<file path="src/rtl/sar_search_ctrl_if.sv">
// sar_search_ctrl_if
//   Groups the handshake and comparator signals of the SAR search controller.
//   Parameter WIDTH : search operand width in bits.
//   start        : new search request (sampled only while idle)
//   gt/lt/eq     : external comparator result of target vs. probe
//   probe        : registered trial value for the comparator
//   busy/done    : search in progress / one-cycle completion pulse
//   result       : located value, held until the next done
//   found/err    : match seen / illegal comparator flags seen
//   steps        : number of probes used by the last search
//   Modports: master = requester + comparator side, slave = controller.
interface sar_search_ctrl_if #(
  parameter int unsigned WIDTH = 3
);
  logic             start;
  logic             gt;
  logic             lt;
  logic             eq;
  logic [WIDTH-1:0] probe;
  logic             busy;
  logic             done;
  logic [WIDTH-1:0] result;
  logic             found;
  logic             err;
  logic [WIDTH:0]   steps;

  modport master (
    output start, gt, lt, eq,
    input  probe, busy, done, result, found, err, steps
  );

  modport slave (
    input  start, gt, lt, eq,
    output probe, busy, done, result, found, err, steps
  );
endinterface

</file>
<file path="src/rtl/sar_search_ctrl.sv">
// sar_search_ctrl
//   Successive-approximation (binary search) controller driving an external
//   comparator. A search narrows [lo, hi] around the target until the
//   comparator reports eq or the range is exhausted.
//   Ports:
//     clk   : clock, rising edge
//     rst_n : asynchronous active-low reset
//     bus   : sar_search_ctrl_if.slave (start, gt/lt/eq in; probe, busy,
//             done, result, found, err, steps out)
//   Build option:
//     SAR_SEARCH_FLAG_CHECK_EN : when defined, non-one-hot gt/lt/eq ends the
//       search with err=1. When undefined, flags resolve eq > gt > lt
//       (all-zero treated as lt) and err stays 0.
module sar_search_ctrl #(
  parameter int unsigned WIDTH = 3
) (
  input  logic              clk,
  input  logic              rst_n,
  sar_search_ctrl_if.slave  bus
);

  typedef enum logic [1:0] {IDLE, SEARCH, DONE} state_t;

  localparam logic [WIDTH-1:0] ONE      = 1;
  localparam logic [WIDTH:0]   STEP_ONE = 1;

  state_t           state, state_n;
  logic [WIDTH-1:0] lo, lo_n, hi, hi_n;
  logic [WIDTH-1:0] probe, probe_n, result, result_n;
  logic             found, found_n, err, err_n;
  logic [WIDTH:0]   steps, steps_n;
  logic             illegal, hit, go_up;

  // Midpoint with one extra bit so lo+hi cannot wrap.
  function automatic logic [WIDTH-1:0] mid(input logic [WIDTH-1:0] a,
                                           input logic [WIDTH-1:0] b);
    logic [WIDTH:0] s;
    s = {1'b0, a} + {1'b0, b};
    return WIDTH'(s >> 1);
  endfunction

`ifdef SAR_SEARCH_FLAG_CHECK_EN
  assign illegal = !$onehot({bus.gt, bus.lt, bus.eq});
`else
  assign illegal = 1'b0;
`endif
  // Priority eq > gt > lt; anything that is neither eq nor gt moves down.
  assign hit   = bus.eq;
  assign go_up = bus.gt;

  always_ff @(posedge clk or negedge rst_n) begin
    if (!rst_n) begin
      state  <= IDLE;
      lo     <= '0;
      hi     <= '1;
      probe  <= '0;
      result <= '0;
      found  <= 1'b0;
      err    <= 1'b0;
      steps  <= '0;
    end else begin
      state  <= state_n;
      lo     <= lo_n;
      hi     <= hi_n;
      probe  <= probe_n;
      result <= result_n;
      found  <= found_n;
      err    <= err_n;
      steps  <= steps_n;
    end
  end

  always_comb begin
    state_n  = state;
    lo_n     = lo;
    hi_n     = hi;
    probe_n  = probe;
    result_n = result;
    found_n  = found;
    err_n    = err;
    steps_n  = steps;
    case (state)
      IDLE: begin
        if (bus.start) begin
          state_n = SEARCH;
          lo_n    = '0;
          hi_n    = '1;
          probe_n = mid('0, '1);
          steps_n = '0;
        end
      end
      SEARCH: begin
        steps_n = steps + STEP_ONE;
        if (illegal) begin
          state_n  = DONE;
          result_n = probe;
          found_n  = 1'b0;
          err_n    = 1'b1;
        end else if (hit) begin
          state_n  = DONE;
          result_n = probe;
          found_n  = 1'b1;
          err_n    = 1'b0;
        end else if (go_up) begin
          if (probe < hi) begin
            lo_n    = probe + ONE;
            probe_n = mid(probe + ONE, hi);
          end else begin
            state_n  = DONE;
            result_n = probe;
            found_n  = 1'b0;
            err_n    = 1'b0;
          end
        end else begin
          if (probe > lo) begin
            hi_n    = probe - ONE;
            probe_n = mid(lo, probe - ONE);
          end else begin
            state_n  = DONE;
            result_n = probe;
            found_n  = 1'b0;
            err_n    = 1'b0;
          end
        end
      end
      DONE:    state_n = IDLE;
      default: state_n = IDLE;
    endcase
  end

  assign bus.probe  = probe;
  assign bus.busy   = (state == SEARCH);
  assign bus.done   = (state == DONE);
  assign bus.result = result;
  assign bus.found  = found;
  assign bus.err    = err;
  assign bus.steps  = steps;

endmodule

</file>
<file path="src/flat_wrapper.sv">
// flat-port wrapper written by rule: the top's interface ports become plain ports
module sar_search_ctrl_flat 
#(
  parameter int unsigned WIDTH = 3
)
  (clk, rst_n, bus_start, bus_gt, bus_lt, bus_eq, bus_probe, bus_busy, bus_done, bus_result, bus_found, bus_err, bus_steps);
  sar_search_ctrl_if #(.WIDTH(WIDTH)) bus_i ();
  input  logic clk;
  input  logic rst_n;
  input wire logic [$bits(bus_i.start)-1:0] bus_start;
  input wire logic [$bits(bus_i.gt)-1:0] bus_gt;
  input wire logic [$bits(bus_i.lt)-1:0] bus_lt;
  input wire logic [$bits(bus_i.eq)-1:0] bus_eq;
  output wire logic [$bits(bus_i.probe)-1:0] bus_probe;
  output wire logic [$bits(bus_i.busy)-1:0] bus_busy;
  output wire logic [$bits(bus_i.done)-1:0] bus_done;
  output wire logic [$bits(bus_i.result)-1:0] bus_result;
  output wire logic [$bits(bus_i.found)-1:0] bus_found;
  output wire logic [$bits(bus_i.err)-1:0] bus_err;
  output wire logic [$bits(bus_i.steps)-1:0] bus_steps;
  assign bus_i.start = bus_start;
  assign bus_i.gt = bus_gt;
  assign bus_i.lt = bus_lt;
  assign bus_i.eq = bus_eq;
  assign bus_probe = bus_i.probe;
  assign bus_busy = bus_i.busy;
  assign bus_done = bus_i.done;
  assign bus_result = bus_i.result;
  assign bus_found = bus_i.found;
  assign bus_err = bus_i.err;
  assign bus_steps = bus_i.steps;
  sar_search_ctrl #(.WIDTH(WIDTH)) u_core (.clk(clk), .rst_n(rst_n), .bus(bus_i));
endmodule
</file>
<file path="config.mk">
export PLATFORM = sky130hd
export DESIGN_NAME = sar_search_ctrl_flat
export DESIGN_NICKNAME = d
export VERILOG_FILES = /design/src/rtl/sar_search_ctrl_if.sv /design/src/rtl/sar_search_ctrl.sv /design/src/flat_wrapper.sv
export SDC_FILE = /design/constraint.sdc
export NUM_CORES = 1
export LEC_CHECK = 0
export BUFFER_PORTS_ARGS = -buffer_cell sky130_fd_sc_hd__buf_2
export CAP_MARGIN = 10
export CORE_AREA = 2 2 45 58
export CTS_CLUSTER_DIAMETER = 60
export DETAILED_ROUTE_END_ITERATION = 8
export DIE_AREA = 0 0 47 60
export PLACE_DENSITY = 0.76
export RECOVER_POWER = 100
export SYNTH_ARGS = -nofsm -noshare
export SYNTH_HDL_FRONTEND = slang
export SYNTH_SLANG_ARGS = --single-unit
export TNS_END_PERCENT = 30
</file>
<file path="constraint.sdc">
create_clock -name clk -period 2.5 [get_ports clk]
set_clock_uncertainty 0.05 [all_clocks]
set_input_delay 0.5 -clock clk [delete_from_list [all_inputs] [get_ports clk]]
set_output_delay 0.5 -clock clk [all_outputs]
set_load 0.05 [all_outputs]
</file>
# Word-level counts from Yosys, hierarchy flattened
# Cells that the tools add are included.
# W data, S select, Z words.
[totals]
register_bits = 20
out_inout_bits = 14
wordCells = 70
[classes]
addsub = 5
magnitude_cmp = 2
n_eq_ne = 14
n_mux = 33
n_reduce_logical = 8
[op_table]
columns = ["cell", "n"]
rows = [
  ["$mux W3", 17],
  ["$pmux W3 S2", 3],
  ["$reduce_and A5 Y1", 3],
  ["$mux W2", 5],
  ["$add A3 B3 Y4", 2],
  ["$ne A2 B2 Y1 const B", 4],
  ["$ne A4 B4 Y1 const B", 2],
  ["$pmux W4 S2", 1],
  ["$ne A3 B2 Y1 const B", 2],
  ["$ne A3 B3 Y1 const B", 2],
  ["$reduce_and A3 Y1", 2],
  ["$mux W1", 5],
  ["$add A4 B1 Y4 const B", 1],
  ["$mux W4", 1],
  ["$ne A2 B1 Y1 const B", 2],
  ["$pmux W2 S2", 1],
  ["$add A3 B1 Y3 const B", 1],
  ["$gt A3 B3 Y1", 1],
  ["$lt A3 B3 Y1", 1],
  ["$sub A3 B1 Y3 const B", 1],
  ["$eq A2 B1 Y1 const B", 1],
  ["$eq A2 B2 Y1 const B", 1],
  ["$logic_not A2 Y1", 1],
  ["$reduce_and A2 Y1", 1],
  ["$reduce_bool A2 Y1", 1],
]

# Depth between registers and ports, before layout
# Gate-level depths: netlist of run 1.
[depth]
depth_word = 6
depth_mapped = 9
depth_no_buf = 9

# Worst setup path before layout of run 1
# OpenSTA, ideal clock, no wires.
[synth_timing]
path_type = "register -> register"
start = "reg u_core.probe[0] (netlist: u_core.bus.probe[0])"
end = "reg u_core.probe[2] (netlist: u_core.bus.probe[2])"
t_arrival_ns = 2.314
path_slack_ns = 0.011
stages_incl_launch_ff = 7
path_cell_list = "dfrtp_1 > inv_1 > ha_1 > and3_4 > or4_4 > a21o_4 > mux2_4"
[synth_via]
elab_chain_cells = 6
elab_cells_between_ends = 14
cone_classes = "4 x add/sub; 2 x order compare; 2 x eq/ne; 5 x mux; 1 x reduce/logical"
[synth_lines]
columns = ["item", "line", "source"]
rows = [
  ["start: declaration", "sar_search_ctrl.sv:29", "logic [WIDTH-1:0] probe, probe_n, result, result_n;"],
  ["start signal: assignment", "sar_search_ctrl.sv:65", "probe <= probe_n;"],
  ["$sub A3 B1 Y3 or $add A3 B1 Y3 (tied branches)", "sar_search_ctrl.sv:117, sar_search_ctrl.sv:107", ""],
  ["$add A3 B3 Y4", "sar_search_ctrl.sv:38", "s = {1'b0, a} + {1'b0, b};"],
  ["$mux W3, on equally long branches", "sar_search_ctrl.sv:115, sar_search_ctrl.sv:105", ""],
  ["$mux W3", "sar_search_ctrl.sv:104", "end else if (go_up) begin"],
  ["$mux W3", "sar_search_ctrl.sv:99", "end else if (hit) begin"],
  ["$pmux W3 S2", "sar_search_ctrl.sv:82", "case (state)"],
]
# Several ways; a longest one is shown, not always the timed one. The select of a mux whose other input is x is not followed.
# A chain may end at the register's enable or synchronous reset.

# Final worst setup path of run 1
[layout_timing]
start = "reg u_core.probe[2] (netlist: u_core.bus.probe[2])"
end = "reg u_core.hi[0]"
[layout_via]
elab_chain_cells = 3
[layout_lines]
columns = ["item", "line", "source"]
rows = [
  ["$gt A3 B3 Y1", "sar_search_ctrl.sv:115", "if (probe > lo) begin"],
  ["$ne A2 B1 Y1 (no source line)", "-", ""],
  ["$reduce_and A5 Y1 (no source line)", "-", ""],
  ["end signal: assignment", "sar_search_ctrl.sv:64", "hi <= hi_n;"],
  ["end: declaration", "sar_search_ctrl.sv:28", "logic [WIDTH-1:0] lo, lo_n, hi, hi_n;"],
]
# Every way passes these cells.

==> key figures, run 1 <==
Power and ir drop
  – Leak: 0.654 nW
  – Worst vdd ir: 0.000629 V
  – PD cells: 1330 nW/um^2
  – Tot Pwr: 1.76 mW

Logic synthesis
  – Top post-synthesis cells by area: dfrtp_1 33%, ha_1 12%, dfstp_2 6.5%, mux2i_1 5.0%, mux2_2 4.7%
  – Most used DFF post-synth: dfrtp_1
  – Post-synth EDFFs: 0
  – Post-synth top area share: 0.332
  – Syn Nets: 130
  – Largest area contributor in the netlist: dfrtp_1
  – Synth unique cells: 39
  – Netlist Area Pre-Place: 1210 sq um
  – Yosys warning total: 0
  – Average size of a mapped cell: 11.0 sq um
  – Synth async-reset ratio: 1.00
  – Post-synthesis register bit count: 19
  – Cells after Synth: 110
  – Register area share after synthesis: 0.397

Routing
  – Vias per cell: 5.39
  – Vias: 889
  – Drt first pass iters: 4
  – DRC viols: 0
  – Wirelength per Cell: 14.7 um
  – WL met1: 969 um
  – DR iter-0 viols: 7
  – Detailed Route WL: 2.43 mm
  – Met3 routed WL: 84 um
  – DRT antenna net count: 0
  – Met2 WL: 1.32 mm
  – Max layer used: met4

Floorplan
  – CORE AREA: 2300 sq um
  – Die area: 2820 sq um
  – Ports: 20
  – Die Wd: 47 um
  – Height of the die: 60 um
  – Initial cell density of the core: 0.524
  – Cell row count: 20

Placement
  – GPL Wtd Cong: 0.844
  – I/O Buffers: 17
  – Area after DPL: 1340 sq um
  – Hpwl dp: 1.94 mm

Critical path
  – Worst path required time: 2680 ps
  – Critical path's largest stage delay: 560 ps
  – Worst Path Arrival: 2520 ps
  – Maximum fanout along the worst path: 6
  – Critical path type: flop to flop
  – Worst R2R Start: u_core.bus.probe[2]
  – RR Endpoint: u_core.hi[0]
  – Crit-path slowest cell: or4_1
  – Crit-path cells: ha_1, and3_1, or4_1, a21oi_2, mux2_2
  – R2R cell count: 5
  – Crit path launch type: flop
  – Flop-to-flop setup slack: 160 ps
  – CP Capture Type: flop

Clock network
  – Clk_lat worst skew: 310 ps
  – CTS root buffer: clkbuf_4
  – CTS tree: done
  – Num CTS Buffers: 3
  – Sink Count: 19
  – Resize count post-CTS: 0
  – Post-CTS Setup Inserts: 0
  – Clock Tree Buf Depth: 2
  – CTS H-tree depth: 1
  – Hold_buf cts: 0
  – CTS clock-pin slew for the worst setup and hold paths: 120 ps

Run status
  – Outcome: completed

STA
  – Part of the cycle the worst path needs: 0.937
  – RSZ-0062 raised after global routing: no
  – TNS Setup: 0 ps
  – Final min period: 2340 ps
  – Hold Vio Cnt, Final: 0
  – Slew headroom: 0.305
  – Achievable Freq: 0.427 GHz
  – Final setup viols: 0
  – Fin. max-slew vios: 0
  – Min Hold Slack: 289 ps
  – Slew @ Worst Pin: 1040 ps

Cells and area
  – Fill cells: 226
  – Fin util: 0.578
  – ANT cells: 0
  – Nets: 153
  – Synthesis-to-layout area growth: 10.3%
  – Post-layout instance area: 1330 sq um
  – Layout cells sized above 1: 0.167

Global route
  – First-pass GRT wire length: 3.97 mm
  – Largest net degree at the start of global routing: 20
  – Initial antenna violation count: 0
  – Total gr overflow: 0
  – Tot GR Track Use: 0.206
  – Vias in the first global route: 873

Min path
  – Tightest Hold Check Type: primary input to asynchronous set/reset pin

Run
  – Max-cap violations: 0
cells in the final DEF (no fill, tap or decap), types with 2 or more instances in the layout:
cell,synthesis,layout
inv_1,11,11
xor2_1,3,3
nand2_1,7,7
nand3_1,2,2
fa_1,2,2
mux2i_1,6,6
nor2_1,5,5
o21ai_0,2,2
dfstp_2,3,3
buf_4,1,3
a22o_1,4,4
ha_1,12,12
dfrtp_1,16,16
mux2_2,5,5
nor2b_1,3,3
nand2b_1,1,2
a21o_1,2,2
clkbuf_4,0,3
a211oi_1,2,2
buf_2,0,3
a21oi_1,3,3
clkbuf_1,0,13
cell usage after synthesis (2+ instances only):
| library cell | instances |
|---|---|
| a211oi_1 | 2 |
| a21o_1 | 2 |
| a21oi_1 | 3 |
| a22o_1 | 4 |
| dfrtp_1 | 16 |
| dfstp_2 | 3 |
| fa_1 | 2 |
| ha_1 | 12 |
| inv_1 | 11 |
| mux2_2 | 5 |
| mux2i_1 | 6 |
| nand2_1 | 7 |
| nand3_1 | 2 |
| nor2_1 | 5 |
| nor2b_1 | 3 |
| o21ai_0 | 2 |
| xor2_1 | 3 |
area by class of cell:
type	count	area, sq um	area share
clock buffer	3	22.5	0.0169
clock inverter	1	5.00	0.00376
inverter	12	45.0	0.0339
multi-input combinational	77	646	0.485
sequential	19	479	0.360
tap	33	41.3	0.0310
timing repair buffer	20	91.3	0.0687
flip-flops by register name, indices dropped and copies added (netlist names):
signal / cells
u_core.lo: 3
u_core.bus.result: 3
u_core.bus.found: 1
u_core.hi: 3
u_core.bus.probe: 3
u_core.bus.steps: 4
u_core.state: 2
how the worst max path moves through the flow:
stage	from	endpoint	slack [ps]	depth (start not counted)
2_1_floorplan	u_core.bus.probe[0]	u_core.bus.probe[2]	10	6
3_3_place_gp	u_core.bus.probe[2]	u_core.hi[1]	290	5
3_5_place_dp	u_core.bus.probe[2]	u_core.hi[0]	270	5
4_1_cts	u_core.bus.probe[2]	u_core.hi[0]	250	5
5_1_grt	u_core.bus.probe[2]	u_core.hi[1]	90	5
6_report	u_core.bus.probe[2]	u_core.hi[0]	160	5
power by group:
part / switching, mW / internal (mW) / leakage (nW)
Clock: 0.0996 / 0.0597 / 0.0177
Combinational: 0.695 / 0.378 / 0.409
Sequential: 0.0994 / 0.431 / 0.227
metrics by stage:
| step | std cells | setup WS [ps] |
|---|---|---|
| after floorplan | 110 | 10.9 |
| after global routing | 165 | 94.9 |
| after CTS | 165 | 250 |
| after detailed placement | 161 | 265 |
| final | 165 | 159 |
| after global placement | 161 | 292 |
worst max-delay path, delay by kind of cell, from the launching register on:
family / cells / cell delay [ps]
mux: 1 / 360
fa+ha+maj: 1 / 340
simple gates: 2 / 760
compound gates: 1 / 260
flops: 1 / 490
routing by layer:
layer | track usage | vias up
met1 | 0.235 | 434
met4 | 0.107 | 0
met5 | 0 | -
li1 | - | 429
met2 | 0.356 | 20
met3 | 0.0302 | 6
logic make-up (layout without fill, tap and decap cells):
logic type,Yosys count,after routing,synth area share
AND/OR/NAND/NOR,24,24,0.111
other,1,1,0.00311
XOR/XNOR,4,4,0.0291
multiplexers,12,12,0.109
buffers and inverters,14,36,0.0529
flip-flops,19,19,0.397
adder cells (fa/ha/maj),14,14,0.158
AO/OA/AOI/OAI,22,22,0.140
Note: power is estimated with default switching activity, not from simulation.
==> inputs of run 2 (changes only) <==
CORE_AREA = 2 2 53 67   (was 2 2 45 58)
DIE_AREA = 0 0 55 69   (was 0 0 47 60)
PLACE_DENSITY = 0.58   (was 0.76)
==> key figures, run 2 (synthesis gave the netlist of run 1 again) <==
Floorplan
  – Cell row count: 23 (+15%)
  – Die area: 3800 sq um (+35%)
  – Height of the die: 69 um (+15%)
  – Ports: 20 (unchanged)
  – CORE AREA: 3170 sq um (+38%)
  – Die Wd: 55 um (+17%)
  – Initial cell density of the core: 0.381 (-0.143)

Cells and area
  – Top reg by flops: u_core.bus.steps
  – Most frequent cells in the layout: 16 x dfrtp_1, 13 x clkbuf_1, 12 x ha_1, 11 x inv_1, 7 x nand2_1
  – Fin util: 0.425 (-0.152)
  – Seq. cell area: 479 sq um (unchanged)
  – Layout cells sized above 1: 0.153 (-0.0140)
  – Max reg flops: 4 (unchanged)
  – Nets: 152 (-0.65%)
  – Final Non-Filler Cells: 168 (+1.8%)
  – Commonest non-fill, non-tap cell in the layout: dfrtp_1
  – Fill cells: 328 (+45%)
  – Post-layout instance area: 1350 sq um (+1.2%)
  – Synthesis-to-layout area growth: 11.6%
  – ANT cells: 0 (unchanged)
  – Multi-input gate area: 646 sq um (unchanged)

Power and ir drop
  – Leak: 0.655 nW (+0.20%)
  – Tot Pwr: 1.82 mW (+3.2%)
  – Worst vdd ir: 0.000781 V (+24%)
  – PD cells: 1350 nW/um^2 (+2.0%)

Routing
  – Drt first pass iters: 4 (unchanged)
  – DR iter-0 viols: 8 (+1)
  – DRC viols: 0 (unchanged)
  – Max layer used: met4
  – WL met1: 1.10 mm (+13%)
  – Met2 WL: 1.32 mm (+0.38%)
  – DRT antenna net count: 0 (unchanged)
  – Wirelength per Cell: 15.2 um (+3.6%)
  – Vias: 879 (-1.1%)
  – Vias per cell: 5.23 (-2.9%)
  – Met3 routed WL: 97 um (+15%)
  – Detailed Route WL: 2.56 mm (+5.4%)

Placement
  – Area after DPL: 1330 sq um (-0.19%)
  – Place WS: 222 ps (-43.2 ps)
  – GPL Wtd Cong: 0.808 (-4.2%)
  – Hpwl dp: 1.99 mm (+2.6%)
  – I/O Buffers: 17 (unchanged)
  – Cell Count Post-Placement: 164 (+1.9%)

STA
  – Fin. max-slew vios: 0 (unchanged)
  – RSZ-0062 raised after global routing: no
  – Min Hold Slack: 351 ps (+62.2 ps)
  – Slew headroom: 0.298 (-0.00697)
  – Part of the cycle the worst path needs: 0.948 (+0.0119)
  – Hold Vio Cnt, Final: 0 (unchanged)
  – Achievable Freq: 0.422 GHz (-1.3%)
  – TNS Setup: 0 ps (unchanged)
  – Final min period: 2370 ps (+29.8 ps)
  – Setup ws final: 129 ps (-29.8 ps)
  – Final setup viols: 0 (unchanged)
  – Slew @ Worst Pin: 1050 ps (+10.5 ps)

Min path
  – Tightest Hold Check Type: primary input to asynchronous set/reset pin

Run status
  – Outcome: completed

Critical path
  – Critical path type: flop to flop
  – Maximum fanout along the worst path: 6 (unchanged)
  – Crit path launch type: flop
  – CP Capture Type: flop
  – Worst R2R Start: u_core.bus.probe[1]
  – Worst path required time: 2640 ps (-40 ps)
  – Worst Path Arrival: 2510 ps (about the same)
  – CP startpoint: u_core.bus.probe[1]

Global route
  – Tot GR Track Use: 0.153 (-0.0526)
  – Vias in the first global route: 948 (+8.6%)
  – Initial antenna violation count: 0 (unchanged)
  – Largest net degree at the start of global routing: 20 (unchanged)
  – Total gr overflow: 0 (unchanged)
  – First-pass GRT wire length: 4.24 mm (+6.6%)

Clock network
  – Hold_buf cts: 0 (unchanged)
  – Sink Count: 19 (unchanged)
  – Resize count post-CTS: 0 (unchanged)
  – CTS clock-pin slew for the worst setup and hold paths: 80 ps (-40 ps)
  – CTS root buffer: clkbuf_8
  – Post-CTS Setup Inserts: 0 (unchanged)
  – CTS H-tree depth: 1 (unchanged)
  – Num CTS Buffers: 3 (unchanged)
  – Clock Tree Buf Depth: 2 (unchanged)
  – Clk_lat worst skew: 260 ps (-50 ps)
  – CTS tree: done

Run
  – Max-cap violations: 0 (unchanged)
-- run 2: cell count changes in the layout (fill, tap and decap cells not counted), sizes merged --
| cell | previous run | this run |
|---|---|---|
| buf | 6 | 5 |
-- run 2: area by class of cell --
class                   count  area share
inverters                  12      0.0335
repair buffers             19      0.0623
clock inverters             1     0.00372
multi-input cells          77       0.480
clock buffers               3      0.0307
flip-flops and latches     19       0.356
well taps                  37      0.0344
-- run 2: critical path, stage by stage, from the launching register on --
cell	delay, ps
dfrtp_1	470
ha_1	350
and3_1	200
or4_1	560
a21oi_2	310
mux2_2	370
-- run 2: power breakdown --
part | leakage [nW] | internal (mW) | switching (mW)
combinational | 0.404 | 0.368 | 0.707
sequential | 0.226 | 0.430 | 0.0933
clock | 0.0255 | 0.111 | 0.109
total | 0.655 | 0.910 | 0.910
-- run 2: worst paths after layout --
| kind | cells after the start | slack, ps | to |
|---|---|---|---|
| hold / removal | 1 | 350 | u_core.bus.steps[3] |
| setup reg to reg | 5 | 130 | u_core.hi[1] |
| setup / recovery | 5 | 130 | u_core.hi[1] |
| max in group asynchronous | 1 | 1420 | u_core.lo[2] |
| min in group clk | 2 | 440 | u_core.bus.found |
| hold reg to reg | 2 | 450 | u_core.hi[2] |
-- run 2: layer usage --
| layer | vias up | track usage |
|---|---|---|
| li1 | 422 | - |
| met1 | 433 | 0.178 |
| met2 | 19 | 0.266 |
| met3 | 5 | 0.0260 |
| met4 | 0 | 0.0569 |
| met5 | - | 0 |
